--- src/rtl/data_bus_arbiter_pkg.sv ---
// Shared definitions for the MiniRISC data-bus arbiter: FSM state codes and width helpers.
package data_bus_arbiter_pkg;

    localparam logic [1:0] ARB_IDLE       = 2'd0;
    localparam logic [1:0] ARB_GRANT      = 2'd1;
    localparam logic [1:0] ARB_TURNAROUND = 2'd2;

    // Index width for an N-entry one-hot vector, never narrower than one bit.
    function automatic int idx_width(input int n);
        return (n <= 2) ? 1 : $clog2(n);
    endfunction

    // Width of a counter that must hold 0..max without wrapping.
    function automatic int cnt_width(input int max);
        return (max <= 1) ? 1 : $clog2(max + 1);
    endfunction

endpackage

--- src/rtl/data_bus_arbiter_picker.sv ---
// Round-robin priority picker: first requester after 'last', wrapping modulo NUM_MASTERS.
module rr_priority_picker
    import data_bus_arbiter_pkg::*;
#(
    parameter int NUM_MASTERS = 4,
    parameter int IDX_W       = 2
) (
    input  logic [NUM_MASTERS-1:0] req,
    input  logic [IDX_W-1:0]       last,
    output logic [IDX_W-1:0]       pick,
    output logic                   valid
);

    logic [IDX_W-1:0] idx;

    // Searching last+1 .. last+N puts the previous owner at lowest priority.
    always_comb begin
        pick  = '0;
        valid = 1'b0;
        idx   = '0;
        for (int k = 1; k <= NUM_MASTERS; k++) begin
            idx = IDX_W'((int'(last) + k) % NUM_MASTERS);
            if (!valid && req[idx]) begin
                valid = 1'b1;
                pick  = idx;
            end
        end
    end

endmodule

--- src/rtl/data_bus_arbiter.sv ---
// MiniRISC data-memory bus arbiter: round-robin grant, 1-cycle turnaround, hold watchdog.
module data_bus_arbiter
    import data_bus_arbiter_pkg::*;
#(
    parameter  int NUM_MASTERS = 4,
    parameter  int MAX_HOLD    = 255,
    localparam int IDX_W       = idx_width(NUM_MASTERS),
    localparam int HC_W        = cnt_width(MAX_HOLD)
) (
    input  logic                   clk,
    input  logic                   rst,
    input  logic [NUM_MASTERS-1:0] req,
    output logic [NUM_MASTERS-1:0] grant,
    output logic [IDX_W-1:0]       owner,
    output logic                   bus_busy,
    output logic                   hold_timeout,
    input  logic                   timeout_clr,
    output logic [1:0]             arb_state
);

    // Handshake: req[i] is a level held until the master is done; grant[i] stays
    // high while req[i] stays high, and one idle bus cycle separates two owners.

    logic [1:0]             state, state_d;
    logic [NUM_MASTERS-1:0] grant_d;
    logic [IDX_W-1:0]       owner_d;
    logic [IDX_W-1:0]       last, last_d;
    logic [HC_W-1:0]        hold_cnt, hold_cnt_d;
    logic                   timeout_set;
    logic [IDX_W-1:0]       pick;
    logic                   pick_valid;

    rr_priority_picker #(
        .NUM_MASTERS (NUM_MASTERS),
        .IDX_W       (IDX_W)
    ) u_picker (
        .req   (req),
        .last  (last),
        .pick  (pick),
        .valid (pick_valid)
    );

    always_comb begin
        state_d     = state;
        grant_d     = grant;
        owner_d     = owner;
        last_d      = last;
        hold_cnt_d  = hold_cnt;
        timeout_set = 1'b0;
        case (state)
            ARB_IDLE, ARB_TURNAROUND: begin
                grant_d = '0;
                if (pick_valid) begin
                    state_d       = ARB_GRANT;
                    grant_d[pick] = 1'b1;
                    owner_d       = pick;
                    last_d        = pick;
                    hold_cnt_d    = '0;
                end else begin
                    state_d = ARB_IDLE;
                end
            end
            ARB_GRANT: begin
                if (req[owner]) begin
                    if (int'(hold_cnt) < MAX_HOLD) hold_cnt_d = hold_cnt + 1'b1;
                    // Flag as the counter reaches MAX_HOLD; the grant itself is kept.
                    if (MAX_HOLD > 0 && int'(hold_cnt) + 1 >= MAX_HOLD) timeout_set = 1'b1;
                end else begin
                    state_d = ARB_TURNAROUND;
                    grant_d = '0;
                end
            end
            default: begin
                state_d = ARB_IDLE;
                grant_d = '0;
            end
        endcase
    end

    always_ff @(posedge clk or negedge rst) begin
        if (!rst) begin
            state        <= ARB_IDLE;
            grant        <= '0;
            owner        <= '0;
            last         <= IDX_W'(NUM_MASTERS - 1);
            hold_cnt     <= '0;
            hold_timeout <= 1'b0;
        end else begin
            state    <= state_d;
            grant    <= grant_d;
            owner    <= owner_d;
            last     <= last_d;
            hold_cnt <= hold_cnt_d;
            if (timeout_set)      hold_timeout <= 1'b1;
            else if (timeout_clr) hold_timeout <= 1'b0;
        end
    end

    assign bus_busy  = (state != ARB_IDLE);
    assign arb_state = state;

endmodule

--- config.mk ---
export PLATFORM = sky130hd
export DESIGN_NAME = data_bus_arbiter
export DESIGN_NICKNAME = d
export VERILOG_FILES = /design/src/rtl/data_bus_arbiter_pkg.sv /design/src/rtl/data_bus_arbiter_picker.sv /design/src/rtl/data_bus_arbiter.sv
export SDC_FILE = /design/constraint.sdc
export NUM_CORES = 1
export LEC_CHECK = 0
export ABC_AREA = 1
export CAP_MARGIN = 30
export CORE_MARGIN = 4
export CORE_UTILIZATION = 43
export CTS_BUF_LIST = sky130_fd_sc_hd__clkbuf_8
export DETAILED_ROUTE_END_ITERATION = 6
export PLACE_DENSITY = 0.75
export SLEW_MARGIN = 20
export SYNTH_ARGS = -nofsm -noshare
export SYNTH_HDL_FRONTEND = slang
export SYNTH_SLANG_ARGS = --single-unit
--- constraint.sdc ---
create_clock -name clk -period 2.5 [get_ports clk]
set_clock_uncertainty 0.05 [all_clocks]
set_input_delay 0.5 -clock clk [delete_from_list [all_inputs] [get_ports clk]]
set_output_delay 0.5 -clock clk [all_outputs]
set_load 0.02 [all_outputs]
### After elaboration in Yosys (flattened, before gate mapping)

Cells that the tools add are included.

* $add $sub $neg: 6
* multiplexer cells: 35
* reductions and logical operators: 14
* magnitude comparators: 9
* eq/ne operators: 6

Operators by type and width (number)
* two-way mux 8 bit: 3
* less-than comparator 2 x 3 -> 1 bit (second input constant): 6
* two-way mux 1 bit: 16
* case mux 8 bit (2 select lines): 1
* binary-select mux 1 bit (select 2 bit): 5
* two-way mux 2 bit: 5
* adder 8 x 1 -> 9 bit (second input constant): 1
* >= comparator 9 x 8 -> 1 bit (second input constant): 1
* adder 8 x 1 -> 8 bit (second input constant): 1
* less-than comparator 8 bit (second input constant): 1
* two-way mux 4 bit: 2
* != test 2 bit (second input constant): 4
* case mux 4 bit (2 select lines): 1
* nonzero test 2 bit: 3
* adder 2 x 1 -> 2 bit (second input constant): 2
* adder 2 bit (second input constant): 2
* logical AND 1 bit: 4
* case mux 2 bit (2 select lines): 1
* AND reduction 4 bit: 1
* logical NOT 1 bit: 3
* demux 1 bit (select 2 bit): 1
* == test 2 x 1 -> 1 bit (second input constant): 1
* == test 2 bit (second input constant): 1
* >= comparator 2 x 1 -> 1 bit (second input constant): 1
* other kinds (3): 3

* bits of input ports: 7
* output and inout bits: 10
* word-level logic and storage cells: 76
* flip-flop bits (word level): 19

### Logic depth before layout (Yosys ltp)

* depth after elaboration: 19
* mapped depth: 13
* mapped depth without buffers: 12

### Hierarchy

Synthesis repeated with hierarchy kept, for this count alone.

* cell total of the unflattened synthesis: 174
* area, all modules: 1278.7 µm²

Modules (own cells, without submodules)
* data_bus_arbiter: cells each 122, seq. area each 478.0 µm², instances 1, area an instance 1007.2 µm²
* rr_priority_picker: cells each 52, seq. area each 0.0 µm², instances 1, area an instance 271.5 µm²

### Least setup slack after synthesis

Ideal clock, no wire load.

* kind: flip-flop to flip-flop
* start: register last[0]
* end: register hold_cnt[4]
* required time: 2.332 ns
* arrival: 1.445 ns
* clock period less this slack: 1.613 ns
* setup time: 0.118 ns
* buffers on the path: 1
* stages on the path, launching flop included: 13
* setup slack: 0.887 ns
* path through: dfstp_2 -> buf_6 -> inv_4 -> nand2_2 -> nand2_1 -> nand2_1 -> nand2_1 -> nor2_4 -> nand3_2 -> nand2_4 -> nand2_8 -> nand3b_1 -> nand2_1

* longest elaborated chain between the ends: 15
* elaborated cells on any way between the ends: 24
* classes of those cells: 4 x add/sub; 1 x eq/ne; 12 x mux; 7 x reduce/logical

RTL lines
* start: declaration: line data_bus_arbiter.sv:27 `logic [IDX_W-1:0] last, last_d;`
* start signal: assignment: line data_bus_arbiter.sv:85 `last <= IDX_W'(NUM_MASTERS - 1);`
* start signal: assignment: line data_bus_arbiter.sv:92 `last <= last_d;`
* adder 2 x 1 -> 2 bit: line data_bus_arbiter_picker.sv:22 `idx = IDX_W'((int'(last) + k) % NUM_MASTERS);`
* binary-select mux 1 bit (select 2 bit): line data_bus_arbiter_picker.sv:23 `if (!valid && req[idx]) begin`
* two-way mux 1 bit (implied by the code): line data_bus_arbiter_picker.sv:23
* two-way mux 1 bit: line data_bus_arbiter_picker.sv:23
* logical NOT 1 bit: line data_bus_arbiter_picker.sv:23
* logical AND 1 bit: line data_bus_arbiter_picker.sv:23
* two-way mux 1 bit: line data_bus_arbiter_picker.sv:23
* logical NOT 1 bit: line data_bus_arbiter_picker.sv:23
* logical AND 1 bit: line data_bus_arbiter_picker.sv:23
* two-way mux 1 bit: line data_bus_arbiter_picker.sv:23
* logical NOT 1 bit: line data_bus_arbiter_picker.sv:23
* logical AND 1 bit: line data_bus_arbiter_picker.sv:23
* two-way mux 1 bit (*): line data_bus_arbiter_picker.sv:23
* != test 2 bit (no source line) (*)
* AND reduction 4 bit (no source line) (*)
* end signal: assignment: line data_bus_arbiter.sv:93 `hold_cnt <= hold_cnt_d;`
* end: declaration: line data_bus_arbiter.sv:28 `logic [HC_W-1:0] hold_cnt, hold_cnt_d;`

Mark *: on every way between the ends. The rest lies on a longest branch, timed or not. The select of a mux whose other input is x is not followed.
A chain may end at the register's enable or synchronous reset.

### Final worst setup path

* start: register state[1] (netlist: arb_state[1])
* end: output port bus_busy

* longest elaborated chain between the ends: 1

RTL lines
* start: declaration: line data_bus_arbiter.sv:24 `logic [1:0] state, state_d;`
* start signal: assignment: line data_bus_arbiter.sv:89 `state <= state_d;`
* nonzero test 2 bit: line data_bus_arbiter.sv:99 `assign bus_busy = (state != ARB_IDLE);`
* end: declaration: line data_bus_arbiter.sv:15 `output logic bus_busy,`

No other way between the ends.

==> metrics <==
status=finished, final reports clean; Avg WL per Cell=11.00 um; # setup viols final=0; setup ws final=between 0.4 and 0.5 ns; Yosys reg bits=19; worst-path cell chain=or2_2 -> clkdlybuf4s50_1; Top delay family on crit path=buffers and inverters; die area=3934 sq um; Avg Inst Size Synth=6.741 sq um; post-layout minimum cycle time=between 2 and 2.5 ns; VDD IR max=0.7181 mV; post-route ant nets=0; largest family of logic cells by synthesized area=simple AND/OR/NAND/NOR gates; fin crit share=81.84%; Slew HR=approximately 80%; crit-path max cell delay=between 0.5 and 0.6 ns; Detail Placement HPWL=2066 um; net switching fraction of the power=50.49%; PwrDens=1170 nW/um^2; core area=2805 sq um; Remaining Overflow, GRT=0; PortBufs=16; initial core utilization=45.90%; Die X=roughly 63 um; total CTS buffers=3; mux contribution to synthesized area=0%; cell area after synthesis=1287 sq um; Internal=a little under 900 uW; CTS H-tree lvls=1; Via density=5.017; commonest cells after routing, fill and taps aside=78 x nand2_1, 25 x inv_1, 18 x nand3_1; Pre-antenna DRT Iters=4; Reg power frac=27.0%; Crit. End Element=primary output; final hold violations=0; gp weighted congestion=0.8437; unrepaired setup endpoints after global routing=no; io pins=17; final max-slew violation count=0; sequential share of the synthesized area=between 30% and 40%; antenna cells=0; final wirelength=between 2000 and 3000 um; Reg clk slew, reported paths=0.07 ns; Leak Pwr=0.0008537 uW; Req. time, crit path=1.95 ns; Clk pwr share=11.9%; total power=~1800 uW; Post-Syn Nets=200; clk_lat worst skew=roughly 0.26 ns; largest net degree at the start of global routing=20; Site Rows=19; initial drt markers=53; layout cell share with drive strength beyond 1=9.479%; switching power=903.2 uW; warnings from Yosys=0; Crit-path slowest cell=clkdlybuf4s50_1; startpoint types=flop; Post-CTS Setup Bufs=0; drc violations=0; Inst Count DP=238; clk sinks=19; vias post-DR=between 1000 and 1500; max-cap viol count=0; Chip Height=62.72 um; vias in the first global route=1054; crit path DAT=roughly 1.5 ns; hold buffer count at CTS=0; post-cts sizing count=0; f_max=488.7 MHz; TritonCTS clock tree=yes; sum of buffers and inverters on the critical path=1; initial antenna violation count=0; nets=221; FILL cells=slightly below 300; setup TNS=0 ns; Comb pwr share=roughly three fifths; XOR/XNOR share of the synthesized area=less than 1%; Crit Path Class=reg -> out; global-route wire length before repair=approximately 4600 um; class of the worst hold path=reg -> reg; Synth Area in Adders=1.944%; cell count after synthesis=191; simple-gate share of the synthesized area=44.70%; gr usage total=14.54%; Setup WS pre-CTS=0.3462 ns; Cell variety after synth=26; CP max FO=3; Slew @ Worst Pin=roughly 0.32 ns; area grow syn2layout=18.76%; CTS max path bufs=2; Finished Layout Cells=242; Synth Area in Compound Gates=6.025%; commonest non-fill, non-tap cell in the layout=nand2_1; CTS Root Cell=clkbuf_8
state kept, by name, summed over array words and instances, names as in the netlist:
signal	cells
grant	4
arb_state	2
hold_cnt	8
owner	2
last	2
hold_timeout	1
layout make-up:
type,instances,area [sq um],area share [%]
tap,31,38.79,2.537
timing repair buffer,17,167.7,10.97
sequential,19,478.0,31.26
multi-input combinational,142,686.9,44.93
inverter,29,111.4,7.283
clock inverter,1,5.005,0.3273
clock buffer,3,41.29,2.700
power groups by stage:
stage / clock, uW / combinational (uW) / sequential, uW
2_1_floorplan: 0 / 801 / 510
3_5_place_dp: 0 / 1090 / 487
4_1_cts: 220 / 1100 / 482
5_1_grt: 236 / 1230 / 498
6_report: 213 / 1090 / 483
3_3_place_gp: 0 / 1090 / 489
routing by layer:
| layer | global-route usage (%) | vias to the layer above | wire (um) |
|---|---|---|---|
| met5 | 0 | - | 0 |
| met4 | 6.612 | 0 | 47 |
| met3 | 3.058 | 5 | 145 |
| met2 | 19.31 | 38 | 1036 |
| met1 | 22.09 | 533 | 1434 |
| li1 | - | 638 | - |
worst reg2reg max path, cell delays in order, from the launching register on:
cell	delay, ns
dfstp_2	0.63
inv_4	0.09
nand2_2	0.08
nand2_1	0.07
nand2_1	0.08
nand2_1	0.09
nor2_4	0.12
nand3_2	0.09
nand2_4	0.13
nand2_8	0.10
nand3_1	0.10
nand2_1	0.06
stage by stage:
stage	utilization, %	hold WS (ns)	cell area (sq um)
floorplan	-	0.1544	1287
global placement	52.85	0.4141	1483
detailed placement	52.85	0.4190	1483
CTS	54.50	0.4402	1529
global route	54.50	0.4676	1529
finish	54.50	0.4310	1529
final timing paths:
path                       slack [ns]  cells after the start          from      endpoint
max in group asynchronous        1.62                      2           rst       last[1]
min in group asynchronous        0.52                      2           rst   hold_cnt[4]
min                              0.43                      2  hold_timeout  hold_timeout
min reg2reg                      0.43                      2  hold_timeout  hold_timeout
max                              0.45                      2  arb_state[1]      bus_busy
max reg2reg                      0.71                     11       last[0]   hold_cnt[2]
cell usage after synthesis:
| library cell | instances | area, sq um |
|---|---|---|
| inv_4 | 1 | 6.260 |
| nor2_1 | 12 | 45.04 |
| a21oi_1 | 5 | 25.02 |
| nand2_4 | 1 | 11.26 |
| o21bai_1 | 2 | 15.01 |
| a21boi_0 | 1 | 7.510 |
| nand2_2 | 4 | 25.02 |
| nand3_1 | 18 | 90.09 |
| nand4_1 | 5 | 31.28 |
| or2_2 | 1 | 6.260 |
| ha_1 | 2 | 25.02 |
| o21ai_0 | 4 | 20.02 |
| xor2_1 | 1 | 8.760 |
| nand2_8 | 2 | 40.04 |
| nor2_4 | 1 | 11.26 |
| inv_2 | 2 | 7.510 |
| nand2_1 | 78 | 292.8 |
| dfstp_2 | 2 | 52.55 |
| buf_6 | 1 | 11.26 |
| dfrtp_1 | 17 | 425.4 |
| nand3b_1 | 1 | 7.510 |
| inv_1 | 25 | 93.84 |
| nor3_1 | 1 | 5.000 |
| o21ai_1 | 2 | 10.01 |
| clkinv_1 | 1 | 3.750 |
| nand3_2 | 1 | 10.01 |
cell families (layout without fill, tap and decap cells):
family / count (synthesis) / count (layout)
AOI/OAI and AO/OA: 14 / 14
xor gates and xnor gates: 1 / 1
adders and majority gates: 2 / 2
buffers and inverters: 30 / 50
DFF: 19 / 19
and+or+nand+nor: 125 / 125
(Power assumes the default switching activity.)
